`src/rtl/word_serial_adder_seq.sv`:
```
// ---------------------------------------------------------------------------
// word_serial_adder_seq
//
// Adds two W-bit operands (W = SIZE*WORDS) one SIZE-bit word per clock by
// driving an external combinational SIZE-bit ripple-carry adder. The carry
// between words is held in a register, so the attached adder only ever sees
// one slice at a time. The result is assembled in a shift register that
// fills from the top, least significant word first.
//
// Optional feature macro: WORD_SERIAL_ADDER_SEQ_B2B_EN
//   When defined, a new operand pair can be accepted in the same cycle the
//   previous result is consumed (DONE -> RUN directly), which saves one cycle
//   per operation under sustained traffic.
//
// Parameters:
//   SIZE   width of the attached adder slice (>= 1)
//   WORDS  number of SIZE-bit words per operand (>= 1)
//
// Ports:
//   clk        rising-edge clock
//   rst        synchronous active-high reset
//   in_valid   operand request valid
//   in_ready   block can accept operands
//   op_a/op_b  W-bit operands
//   op_cin     carry-in to word 0
//   add_a      current word of A to the adder (0 outside RUN)
//   add_b      current word of B to the adder (0 outside RUN)
//   add_cin    registered inter-word carry to the adder (0 outside RUN)
//   add_s      adder sum slice
//   add_cout   adder per-bit carry vector; only the top bit is used
//   out_valid  result valid
//   out_ready  consumer accepts result
//   sum        W-bit result
//   cout       carry out of the most significant word
// ---------------------------------------------------------------------------
module word_serial_adder_seq #(
  parameter int SIZE  = 4,
  parameter int WORDS = 4
) (
  input  logic                  clk,
  input  logic                  rst,
  input  logic                  in_valid,
  output logic                  in_ready,
  input  logic [SIZE*WORDS-1:0] op_a,
  input  logic [SIZE*WORDS-1:0] op_b,
  input  logic                  op_cin,
  output logic [SIZE-1:0]       add_a,
  output logic [SIZE-1:0]       add_b,
  output logic                  add_cin,
  input  logic [SIZE-1:0]       add_s,
  input  logic [SIZE-1:0]       add_cout,
  output logic                  out_valid,
  input  logic                  out_ready,
  output logic [SIZE*WORDS-1:0] sum,
  output logic                  cout
);

  localparam int W  = SIZE * WORDS;
  // A single-word build still needs a 1-bit counter to stay well formed.
  localparam int CW = (WORDS > 1) ? $clog2(WORDS) : 1;
  localparam logic [CW-1:0] LAST = CW'(WORDS - 1);

  typedef enum logic [1:0] {
    IDLE = 2'd0,
    RUN  = 2'd1,
    DONE = 2'd2
  } state_t;

  state_t          state;
  logic [W-1:0]    a_sh;
  logic [W-1:0]    b_sh;
  logic [W-1:0]    sum_sh;
  logic            carry;
  logic            cout_r;
  logic [CW-1:0]   count;
  logic [W-1:0]    sum_next;
  logic            slice_cout;
  logic            unused_cout;

  // Only the carry out of the top bit of the slice crosses word boundaries;
  // the lower carry bits are part of the adder's interface but carry no
  // information this sequencer needs.
  assign slice_cout  = add_cout[SIZE-1];
  assign unused_cout = &{1'b0, add_cout};

  // The new sum word enters at the top and everything else moves down one
  // word, so after WORDS steps word 0 has reached the bottom. With a single
  // word there is nothing to shift, hence the separate branch.
  generate
    if (WORDS == 1) begin : g_one_word
      assign sum_next = add_s;
    end else begin : g_multi_word
      assign sum_next = {add_s, sum_sh[W-1:SIZE]};
    end
  endgenerate

  // The adder inputs are forced to zero outside RUN so the external adder
  // sees a quiet, defined stimulus while the block is idle or holding.
  always_comb begin
    add_a   = '0;
    add_b   = '0;
    add_cin = 1'b0;
    if (state == RUN) begin
      add_a   = a_sh[SIZE-1:0];
      add_b   = b_sh[SIZE-1:0];
      add_cin = carry;
    end
  end

  // in_ready is a pure decode of the state. With back-to-back enabled the
  // block can also take operands in DONE, but only when the current result
  // is leaving in the same cycle.
`ifdef WORD_SERIAL_ADDER_SEQ_B2B_EN
  assign in_ready = (state == IDLE) || ((state == DONE) && out_ready);
`else
  assign in_ready = (state == IDLE);
`endif

  assign sum  = sum_sh;
  assign cout = cout_r;

  // Main sequencer. IDLE captures operands, RUN walks the words through the
  // external adder one per cycle, DONE holds the result until the consumer
  // takes it. cout is registered only on the final word so it stays stable
  // in DONE and afterwards until the next result.
  always_ff @(posedge clk) begin
    if (rst) begin
      state     <= IDLE;
      out_valid <= 1'b0;
      a_sh      <= '0;
      b_sh      <= '0;
      sum_sh    <= '0;
      carry     <= 1'b0;
      cout_r    <= 1'b0;
      count     <= '0;
    end else begin
      case (state)
        IDLE: begin
          if (in_valid) begin
            a_sh  <= op_a;
            b_sh  <= op_b;
            carry <= op_cin;
            count <= '0;
            state <= RUN;
          end
        end

        RUN: begin
          sum_sh <= sum_next;
          carry  <= slice_cout;
          a_sh   <= a_sh >> SIZE;
          b_sh   <= b_sh >> SIZE;
          count  <= count + 1'b1;
          if (count == LAST) begin
            cout_r    <= slice_cout;
            out_valid <= 1'b1;
            state     <= DONE;
          end
        end

        DONE: begin
          if (out_ready) begin
            out_valid <= 1'b0;
`ifdef WORD_SERIAL_ADDER_SEQ_B2B_EN
            // Result leaves and new operands arrive in the same cycle:
            // skip IDLE entirely.
            if (in_valid) begin
              a_sh  <= op_a;
              b_sh  <= op_b;
              carry <= op_cin;
              count <= '0;
              state <= RUN;
            end else begin
              state <= IDLE;
            end
`else
            state <= IDLE;
`endif
          end
        end

        default: begin
          state     <= IDLE;
          out_valid <= 1'b0;
        end
      endcase
    end
  end

endmodule

```
`config.mk`:
```
export PLATFORM = sky130hd
export DESIGN_NAME = word_serial_adder_seq
export DESIGN_NICKNAME = d
export VERILOG_FILES = /design/src/rtl/word_serial_adder_seq.sv
export SDC_FILE = /design/constraint.sdc
export NUM_CORES = 1
export LEC_CHECK = 0
export ABC_AREA = 1
export CORE_ASPECT_RATIO = 1.25
export CORE_MARGIN = 2
export CORE_UTILIZATION = 45
export DETAILED_ROUTE_END_ITERATION = 8
export GPL_TIMING_DRIVEN = 1
export PLACE_DENSITY = 0.88
export SLEW_MARGIN = 20
export SYNTH_ARGS = -nofsm -noshare
export SYNTH_HDL_FRONTEND = slang
export SYNTH_SLANG_ARGS = --single-unit
```
`constraint.sdc`:
```
create_clock -name clk -period 1.6 [get_ports clk]
set_clock_uncertainty 0.2 [all_clocks]
set_input_delay 0.32 -clock clk [delete_from_list [all_inputs] [get_ports clk]]
set_output_delay 0.32 -clock clk [all_outputs]
set_load 0.02 [all_outputs]
```
==> run metrics <==
outcome=complete, but fails checks; failing checks=negative setup slack; layout cell share with drive strength beyond 1=16.38%; Skew-Pair Late Insertion Delay=0.31 ns; most frequent cells in the layout=dfxtp_1 (53), clkdlybuf4s50_1 (41), nor2_1 (39), a21oi_1 (38), o22ai_1 (25); Fill cells=410; post-synthesis xor/xnor area fraction=0%; Pleak=1.326 nW; mean post-synth cell area=8.329 um^2; Hold/Removal Path Class=reg2reg; post-route ant nets=0; Final setup violation count=3; Final Cell Area=3201 um^2; CP Data Arrival Time=1.15 ns; Max stage delay on crit path=0.35 ns; Initial Util=46.85%; root buf cell=clkbuf_8; H-tree levels=2; total grt overflow=0; Die Height=82.75 um; Post-Syn Area=2232 um^2; first-pass GRT wire length=9.080 mm; slowest cell on the critical path=dfxtp_2; Final Hold Viols=0; iteration count of the initial detailed-routing pass=5; final RePlAce weighted congestion=0.8051; Placed Instance Area=3073 um^2; CP Class=reg2out; Worst setup SP type=flip-flop; I/O pin total=73; GRT Util Overall=21.67%; Yosys warning total=0; Crit. End Element=primary output; Via density=5.297; Final nets=393; vias in the first global route=1927; Tcrit/Tclk final=104.2%; cell count after synthesis=268; # rows=28; crit path cell chain=inv_4 -> nand2_8 -> buf_6 -> nor2_4 -> buf_6; CP Data Required Time=1.08 ns; fin crit period=1.667 ns; CTS Sinks=55; Clk pin slew, worst setup/hold paths=0.09 ns; initial drt markers=157; Compound-Gate Fraction of Synth Area=25.95%; Peak VDD IR=0.0008372 V; mux cell area share after synthesis=0%; adder-cell share of the synthesized area=0.5605%; RSZ-0062 raised after global routing=yes; DR WL/cell=13.94 um; TritonCTS Buffers=5; Yosys cell types=24; Seq/Total Area, Yosys=49.33%; cell repeated most along the worst path=buf_6; most common cell after layout, fill and taps aside=dfxtp_1; max-slew violations=0; largest net degree at the start of global routing=28; Max Freq=599.7 MHz; Crit Path Max Fanout=9; diode count=0; routed wire length=5.686 mm; Simple-Gate Fraction of Synth Area=15.30%; via count=2161; main combinational cell family by area after synthesis=compound AO/OA/AOI/OAI gates; Worst Slack Setup Final=-0.06737 ns; setup TNS=-0.1955 ns; Die ar.=5544 um^2; IO buf count=69; Synthesized Nets=314; Layout area overhead=43.39%; initial antenna violation count=0; CTS tree=yes; pwr dens=943.9 nW/um^2; Core Area=4765 um^2; HPWL Detailed=3.955 mm; Slew headroom=82.70%; post-synthesis register bit count=55; max-cap violations=0; buffer depth of the longest clock path=2; CTS hold repair buffers=0; DR DRC count=0; Die X-Extent=67.00 um; Worst Tran Pin Value=0.2595 ns
## stage by stage
stage	hold slack [ns]	utilization [%]	instances	power, W	setup slack, ns
detailed placement	0.2535	64.50	396	0.002271	-0.1874
floorplan	0.1891	-	268	0.001958	0.08005
global placement	0.2411	64.50	396	0.002248	-0.1639
global route	0.3002	67.17	408	0.003172	-0.1130
finish	0.2689	67.17	408	0.003021	-0.06737
CTS	0.2767	66.33	407	0.003027	-0.1063
## metal layers
metal  wire [um]  GRT usage, %  part of all wire (%)  up-vias
met4          94         7.347                   1.7        0
met5           0             0                     0        -
met1        2241         26.58                    39     1006
met3         250         3.659                   4.4        8
li1            -             -                     -     1087
met2        3100         38.30                    55       60
## worst max-delay path, delay by kind of cell, from the launching register on
family                 cells  cell delay (ns)
flip-flops                 1             0.35
buffers and inverters      3             0.34
AND/OR/NAND/NOR            2             0.16
## sequential cells by signal, summed over array words and instances, names as in the netlist
register   cells
state          2
count          2
b_sh          16
cout           1
carry          1
sum           16
out_valid      1
a_sh          16
## Yosys cell counts (all sizes together)
| master | number | area share (%) |
|---|---|---|
| a21o | 1 | 0.34 |
| a21oi | 38 | 8.5 |
| buf | 16 | 5.9 |
| clkbuf | 5 | 0.84 |
| dfxtp | 55 | 49 |
| ha | 1 | 0.56 |
| inv | 12 | 2.1 |
| nand2 | 16 | 4.1 |
| nand3 | 10 | 2.2 |
| nand3b | 1 | 0.34 |
| nor2 | 45 | 8.6 |
| o21a | 1 | 0.34 |
| o21ai | 42 | 9.8 |
| o22ai | 25 | 7.0 |
## final cells by class
cell class / instances / area, um^2 / share of cell area, %
clock buffers: 5 / 68.82 / 2.150
clock inverters: 3 / 22.52 / 0.7037
inverters: 12 / 47.55 / 1.486
multi-input cells: 180 / 963.4 / 30.10
flip-flops and latches: 55 / 1106 / 34.56
well taps: 60 / 75.07 / 2.346
repair buffers: 93 / 917.1 / 28.66
## where the power goes
group | total [W] | internal, W | switching, W
sequential | 0.00155 | 0.00148 | 0.0000680
clock | 0.000775 | 0.000314 | 0.000460
combinational | 0.000694 | 0.000338 | 0.000356
## logic make-up (layout without fill, tap and decap cells)
group,count (synthesis),in the layout
compound gates,107,107
fa+ha+maj,1,1
buf+inv,33,113
flops,55,55
simple gates,72,72
## what timing repair did
| action | 4_1_cts | 5_1_grt |
|---|---|---|
| gates cloned | 0 | 0 |
| gates resized for setup | 72 | 13 |
| setup buffers | 3 | 1 |
| endpoints found under the hold margin | 0 | 0 |
| pin swaps | 0 | 0 |
| endpoints found under the setup margin | 28 | 10 |
## path summary, 6_finish.rpt
path | slack, ns | to | start | cells past startpoint
hold reg to reg | 0.27 | out_valid$_SDFFE_PP0P_ | out_valid$_SDFFE_PP0P_ | 2
hold / removal | 0.27 | out_valid$_SDFFE_PP0P_ | out_valid$_SDFFE_PP0P_ | 2
setup reg to reg | 0.07 | a_sh[10]$_SDFFE_PP0P_ | state[1]$_SDFFE_PP0P_ | 8
setup / recovery | -0.07 | add_a[3] | state[1]$_SDFFE_PP0P_ | 5
No activity file was read; power rests on OpenSTA's default activity.
